$ cat src/rtl/branch_predictor_pkg.sv
`default_nettype none
// ============================================================================
// branch_predictor_pkg : opcodes and 2-bit counter encodings shared with control_unit
// Revision: 1.0
// ============================================================================
package branch_predictor_pkg;

    localparam logic [6:0] OPC_BRANCH = 7'b1100011;
    localparam logic [6:0] OPC_JAL    = 7'b1101111;
    localparam logic [6:0] OPC_JALR   = 7'b1100111;

    typedef enum logic [1:0] {
        BHT_SNT = 2'b00,
        BHT_WNT = 2'b01,
        BHT_WT  = 2'b10,
        BHT_ST  = 2'b11
    } bht_state_e;

    localparam logic [1:0] BHT_INIT_DEFAULT = BHT_WNT;

    function automatic logic [31:0] b_imm(input logic [31:0] instr);
        return {{19{instr[31]}}, instr[31], instr[7], instr[30:25], instr[11:8], 1'b0};
    endfunction

endpackage
`default_nettype wire

$ cat src/rtl/bht_sat_counter.sv
`default_nettype none
// ============================================================================
// bht_sat_counter : one 2-bit saturating branch-history counter
// Revision: 1.0
// ============================================================================
module bht_sat_counter
    import branch_predictor_pkg::*;
#(
    parameter logic [1:0] INIT_STATE = BHT_INIT_DEFAULT
) (
    input  logic       clk,
    input  logic       arst_n,
    input  logic       i_en,
    input  logic       i_inc,
    input  logic       i_dec,
    output logic [1:0] o_state
);

    logic [1:0] r_state;

    always_ff @(posedge clk or negedge arst_n) begin
        if (!arst_n) begin
            r_state <= INIT_STATE;
        end else if (i_en) begin
            if (i_inc && !i_dec && (r_state != BHT_ST)) begin
                r_state <= r_state + 2'd1;
            end else if (i_dec && !i_inc && (r_state != BHT_SNT)) begin
                r_state <= r_state - 2'd1;
            end
        end
    end

    assign o_state = r_state;

endmodule
`default_nettype wire

$ cat src/rtl/branch_predictor.sv
`default_nettype none
// ============================================================================
// branch_predictor : bimodal BHT lookup in IF, IF->ID prediction register,
//                    training on ID-resolved branches, branch/mispredict stats
// Revision: 1.0
// ============================================================================
module branch_predictor
    import branch_predictor_pkg::*;
#(
    parameter int         INDEX_W    = 6,
    parameter logic [1:0] INIT_STATE = BHT_INIT_DEFAULT,
    parameter int         CNT_W      = 32
) (
    input  logic             clk,
    input  logic             arst_n,
    input  logic             enable,
    input  logic             flush,
    input  logic [31:0]      if_pc,
    input  logic [31:0]      if_instr,
    output logic             pred_taken,
    output logic [31:0]      pred_target,
    output logic             id_pred_taken,
    input  logic             upd_valid,
    input  logic [31:0]      upd_pc,
    input  logic             upd_taken,
    output logic             mispredict,
    output logic [CNT_W-1:0] br_count,
    output logic [CNT_W-1:0] mispred_count
);

    localparam int c_ENTRIES = 2 ** INDEX_W;

    logic [1:0]         w_state [c_ENTRIES];
    logic [INDEX_W-1:0] w_rd_idx;
    logic [INDEX_W-1:0] w_upd_idx;
    logic               w_is_branch;
    logic               w_train;
    logic               w_unused;

    logic               r_id_pred;
    logic [CNT_W-1:0]   r_br_count;
    logic [CNT_W-1:0]   r_mis_count;

    assign w_rd_idx    = if_pc[INDEX_W+1:2];
    assign w_upd_idx   = upd_pc[INDEX_W+1:2];
    assign w_is_branch = (if_instr[6:0] == OPC_BRANCH);
    assign w_train     = upd_valid & enable;
    assign w_unused    = ^{upd_pc[31:INDEX_W+2], upd_pc[1:0]};

    // Counters are read combinationally; a same-cycle update is seen next cycle.
    generate
        for (genvar gi = 0; gi < c_ENTRIES; gi++) begin : g_bht
            bht_sat_counter #(
                .INIT_STATE (INIT_STATE)
            ) u_cnt (
                .clk     (clk),
                .arst_n  (arst_n),
                .i_en    (w_train && (w_upd_idx == INDEX_W'(gi))),
                .i_inc   (upd_taken),
                .i_dec   (!upd_taken),
                .o_state (w_state[gi])
            );
        end
    endgenerate

    assign pred_taken  = w_is_branch & w_state[w_rd_idx][1];
    assign pred_target = if_pc + b_imm(if_instr);
    assign mispredict  = w_train & (upd_taken != r_id_pred);

    always_ff @(posedge clk or negedge arst_n) begin
        if (!arst_n) begin
            r_id_pred   <= 1'b0;
            r_br_count  <= '0;
            r_mis_count <= '0;
        end else begin
            // Flush squashes the ID slot even while the pipeline is stalled.
            if (flush) begin
                r_id_pred <= 1'b0;
            end else if (enable) begin
                r_id_pred <= pred_taken;
            end
            if (w_train) begin
                r_br_count <= r_br_count + CNT_W'(1);
            end
            if (mispredict) begin
                r_mis_count <= r_mis_count + CNT_W'(1);
            end
        end
    end

    assign id_pred_taken = r_id_pred;
    assign br_count      = r_br_count;
    assign mispred_count = r_mis_count;

endmodule
`default_nettype wire

$ cat config.mk
export PLATFORM = sky130hd
export DESIGN_NAME = branch_predictor
export DESIGN_NICKNAME = d
export VERILOG_FILES = /design/src/rtl/branch_predictor_pkg.sv /design/src/rtl/bht_sat_counter.sv /design/src/rtl/branch_predictor.sv
export SDC_FILE = /design/constraint.sdc
export NUM_CORES = 1
export LEC_CHECK = 0
export CORE_AREA = 5 5 211 151
export DETAILED_ROUTE_END_ITERATION = 10
export DIE_AREA = 0 0 216 156
export GPL_TIMING_DRIVEN = 0
export PLACE_DENSITY = 0.74
export SLEW_MARGIN = 10
export SYNTH_ARGS = -nofsm -noshare
export SYNTH_HDL_FRONTEND = slang
export SYNTH_SLANG_ARGS = --single-unit
$ cat constraint.sdc
create_clock -name clk -period 3.8 [get_ports clk]
set_clock_uncertainty 0.15 [all_clocks]
set_input_delay 0.76 -clock clk [delete_from_list [all_inputs] [get_ports clk]]
set_output_delay 0.76 -clock clk [all_outputs]
set_load 0.005 [all_outputs]
# After elaboration in Yosys (flattened, before gate mapping)
# Cells that the tools add are included.
# totals
inputBits	102
regBits	193
# op_classes
n_mux	133
reduce_logical	387
n_bitwise	4
addsub	131
n_lt_le_gt_ge	1
n_eq_ne	129
# ops
op	n
2-bit two-way mux	130
2-bit nonzero test	129
6-bit == test (second input constant)	32
1-bit logical AND	192
2-bit by 1-bit adder with 2-bit output (second input constant)	64
2-bit inequality test (second input constant)	64
2-bit AND reduction	64
2-bit by 1-bit subtractor with 2-bit output (second input constant)	64
6-bit by 5-bit == test with 1-bit output (second input constant)	16
32-bit by 1-bit adder with 32-bit output (second input constant)	2
6-bit by 4-bit == test with 1-bit output (second input constant)	8
32-bit adder	1
6-bit by 3-bit == test with 1-bit output (second input constant)	4
2-bit binary-select mux with 6-bit select	1
6-bit by 2-bit == test with 1-bit output (second input constant)	2
7-bit == test (second input constant)	1
7-bit >= comparator (second input constant)	1
6-bit inverter with 7-bit output	1
6-bit by 1-bit == test with 1-bit output (second input constant)	1
6-bit logical NOT	1
1-bit AND	3
1-bit two-way mux	2
1-bit logical NOT	1
1-bit inequality test	1

# Depth between registers and ports, before layout
# logic_depth
depth_word	7
mapped_depth	11
mapped_depth_nobuf	10

# Cells and area by module
# A second synthesis with hierarchy kept.
# hier_totals
cells_unflattened	1529
hier_area_um2	13287.7
# modules_own_cells
mod	seq_area_each_um2	instances	area_per_inst_um2	cells_per_inst
bht_sat_counter	51.3	64	122.6	14
branch_predictor	1626.6	1	5440.2	633

# Worst setup path before layout
# No wires, ideal clock.
# synth_path
path_type	input -> output
from	in if_pc[2]
to	out pred_target[23]
arrival_ns	3.007
required_ns	2.890
slack_ns	-0.117
stages	11
n_path_buf	2
path_cell_list	buf_4 > buf_4 > inv_1 > fa_1 > and2b_2 > o2111ai_4 > a311oi_2 > nor4b_2 > or3_1 > nand2_1 > xor2_1
# synth_between
elab_chain_cells	1
# synth_lines
element	line	rtl
start, declared	branch_predictor.sv:18	input logic [31:0] if_pc,
32-bit adder	branch_predictor.sv:67	assign pred_target = if_pc + b_imm(if_instr);
end, declared	branch_predictor.sv:21	output logic [31:0] pred_target,
# Every way passes these cells.

# Final worst setup path
# layout_path
from	in if_pc[1]
to	out pred_target[17]
# The elaborated chain is that of the path after synthesis.

==> out/qor.txt <==
status - finished with violations
failing checks - setup timing
Max Clk Rate - 0.2528 GHz
worst vdd ir - 0.2293 mV
Yosys reg bits - 193
worst-skew pair later-pin latency - 0.45 ns
# diodes - 0
Lkg Pwr - 5.737 nW
worst-margin pin slew - 1.240 ns
Storage cell area - 0.004910 sq mm
Slew Limit Fails - 0
post-cts hold buffer count - 0
Top FF cell, synth - dfrtp_1
final worst setup slack - -0.1559 ns
Fill cells - 2,590
biggest area consumer among synthesized cells - dfrtp_1
NumNets Final - 1,715
Sinks on Clock Net - 193
GPL Wtd Cong - 0.9363
Max Cap Viol - 0
area of the multi-input gates - 0.007174 sq mm
Max-slew headroom - 0.1657
FFs w/ async S/R, synth - 1.000
register area share after synthesis - 0.4202
worst slack at placement - -1.855 ns
initial antenna violation count - 1
setup_tns - -0.5272 ns
CP Data Required Time - 2.89 ns
drt drc - 0
dpl cells - 1,891
first-pass GRT wire length - 57,800 microns
CP Capture Type - output pin
final setup fails - 8
share of the synthesized area in the top cell type - 0.2763
Via Count - 11,420
vias per cell - 5.775
largest net degree at the start of global routing - 99
final period utilization - 1.041
synthesized cell area - 0.01168 sq mm
P per Cell Area - 347.8 mW/mm^2
Post-synth EDFFs - 0
worst hold path class - in2async
layout cell share with drive strength beyond 1 - 0.1890
endpoints failing hold - 0
Synth cell types - 72
TritonCTS buffer count - 17
RSZ-0062 raised after global routing - true
Die Y - 156 microns
area post-placement - 0.01380 sq mm
Avg Cell Area, Syn - 8.680 sq um
crit path DAT - 3.05 ns
CP Launch Type - input pin
routed wire length - 36,950 microns
CTS tree - built
worst-path fanout max - 2
first drt pass iteration count - 5
Syn Nets - 1,481
worst reg2reg startpoint - g_bht[52].u_cnt.o_state[1]
vias in the first global route - 10,940
Design Area, Final - 0.01544 sq mm
Core Area - 0.02964 sq mm
clock slew at reported path FFs - 0.07 ns
H-tree level count - 4
Boundary Pins - 201
reg-to-reg critical path endpoint - id_pred_taken
fin cells - 1,978
most instantiated cells after synthesis - o21ai_0 (229), nand2_1 (178), a21oi_1 (159), nor2_1 (130), dfrtp_1 (129)
minimum clock period - 3.956 ns
grt ovf - 0
Initial DRC Count - 1,066
top post-synthesis cells by area - dfrtp_1 (28%), dfstp_2 (14%), o21ai_0 (9.8%)
synthesis-to-finish area growth - 32.16%
port buffer count - 159
Tot GR Track Use - 0.2122
R2R cell count - 6
Wirelength per Cell - 18.68 microns
clk buf depth - 2
Std-Cell Rows - 53
R2R setup slack - 1.42 ns
Tot Pwr - 5.370 mW
Hold WS - 0.1684 ns
Gate Count Post-Synth - 1,346
DRT antenna net count - 0
starting density of the core - 0.3942
Setup CP Type - in2out
Die ar. - 0.03370 sq mm
clk root buf - clkbuf_16
DP HPWL - 25,470 microns
most common cell in the netlist - o21ai_0
die width - 216 microns
post-layout util - 0.5209
Synth warnings - 0
[logic make-up after synthesis]
group                    Yosys count  synth area share
AO/OA/AOI/OAI                    472            0.2222
XOR/XNOR                          92           0.06897
adder cells (fa/ha/maj)           33           0.03598
buffers and inverters             57           0.02088
flip-flops                       193            0.4202
multiplexers                      21           0.03630
AND/OR/NAND/NOR                  478            0.1954
[worst max-delay path, stage by stage]
cell and delay (ns):
buf_6 0.08, ha_4 0.13, inv_2 0.04, fa_2 0.35, and2b_2 0.26, o2111ai_4 0.13, buf_4 0.17, buf_6 0.11
a31oi_2 0.16, nor2b_2 0.08, buf_4 0.15, o221ai_4 0.20, a21boi_2 0.10, xnor2_1 0.17, buf_2 0.15
[area by class of cell]
cell class              count  share of cell area
inverters                  18            0.004700
clock buffers              21             0.02982
repair buffers            216              0.1268
plain buffers              38             0.01337
clock inverters            11             0.01151
flip-flops and latches    193              0.3180
well taps                 385             0.03120
multi-input cells        1096              0.4646
[sequential cells by signal, indices dropped and copies added, names as in the netlist]
signal	cells
id_pred_taken	1
mispred_count	32
br_count	32
g_bht.u_cnt.o_state	128
[power by group]
group | leakage, nW | internal [mW] | switching, mW
Combinational | 3.33 | 0.550 | 0.549
Clock | 0.306 | 1.15 | 0.825
Sequential | 2.10 | 2.17 | 0.126
Total | 5.74 | 3.87 | 1.50
[layer usage]
layer | up-vias | track usage | wire length (microns)
met5 | - | 0 | 0
met4 | 0 | 0.08565 | 1070
met2 | 411 | 0.3292 | 16970
met1 | 5588 | 0.2960 | 16360
met3 | 85 | 0.03880 | 2545
li1 | 5339 | - | -
[layout by cell type (no fill, tap or decap), drive strengths merged, types with 4 or more instances in the layout]
cell | synthesis | routed
clkdlybuf4s15 | 0 | 5
mux4 | 17 | 17
nand3b | 19 | 19
ha | 32 | 32
o21a | 6 | 6
nand4 | 16 | 16
clkbuf | 29 | 61
clkdlybuf4s50 | 0 | 100
nand3 | 31 | 31
nor3b | 22 | 22
a21o | 8 | 8
nand2b | 6 | 6
a31oi | 26 | 26
buf | 10 | 87
and4 | 5 | 5
nor4 | 4 | 4
nor3 | 15 | 15
inv | 17 | 18
xor2 | 24 | 24
clkinv | 1 | 5
and2 | 8 | 8
dfstp | 64 | 64
o21ai | 229 | 229
nor2 | 132 | 132
o31ai | 19 | 19
dfrtp | 129 | 129
dlymetal6s2s | 0 | 8
dlygate4sd2 | 0 | 14
bufinv | 0 | 4
xnor2 | 68 | 68
a21oi | 161 | 161
nand2 | 179 | 179
and3 | 18 | 18
nor2b | 7 | 7
[how the worst max path moves through the flow]
stage,from,to,cells past startpoint
2_1_floorplan,if_pc[2],pred_target[23],11
3_3_place_gp,arst_n,g_bht[34].u_cnt.o_state[1],1
3_5_place_dp,if_instr[31],pred_target[30],10
4_1_cts,if_pc[2],pred_target[23],14
5_1_grt,if_pc[1],pred_target[17],15
6_report,if_pc[1],pred_target[17],15
[what timing repair did]
item,in CTS,in global routing
resized for setup,202,85
setup buffers,34,24
hold endpoints to repair,0,0
setup endpoints to repair,29,23
pin swaps,48,55
Power figures use the tool's default switching activity.
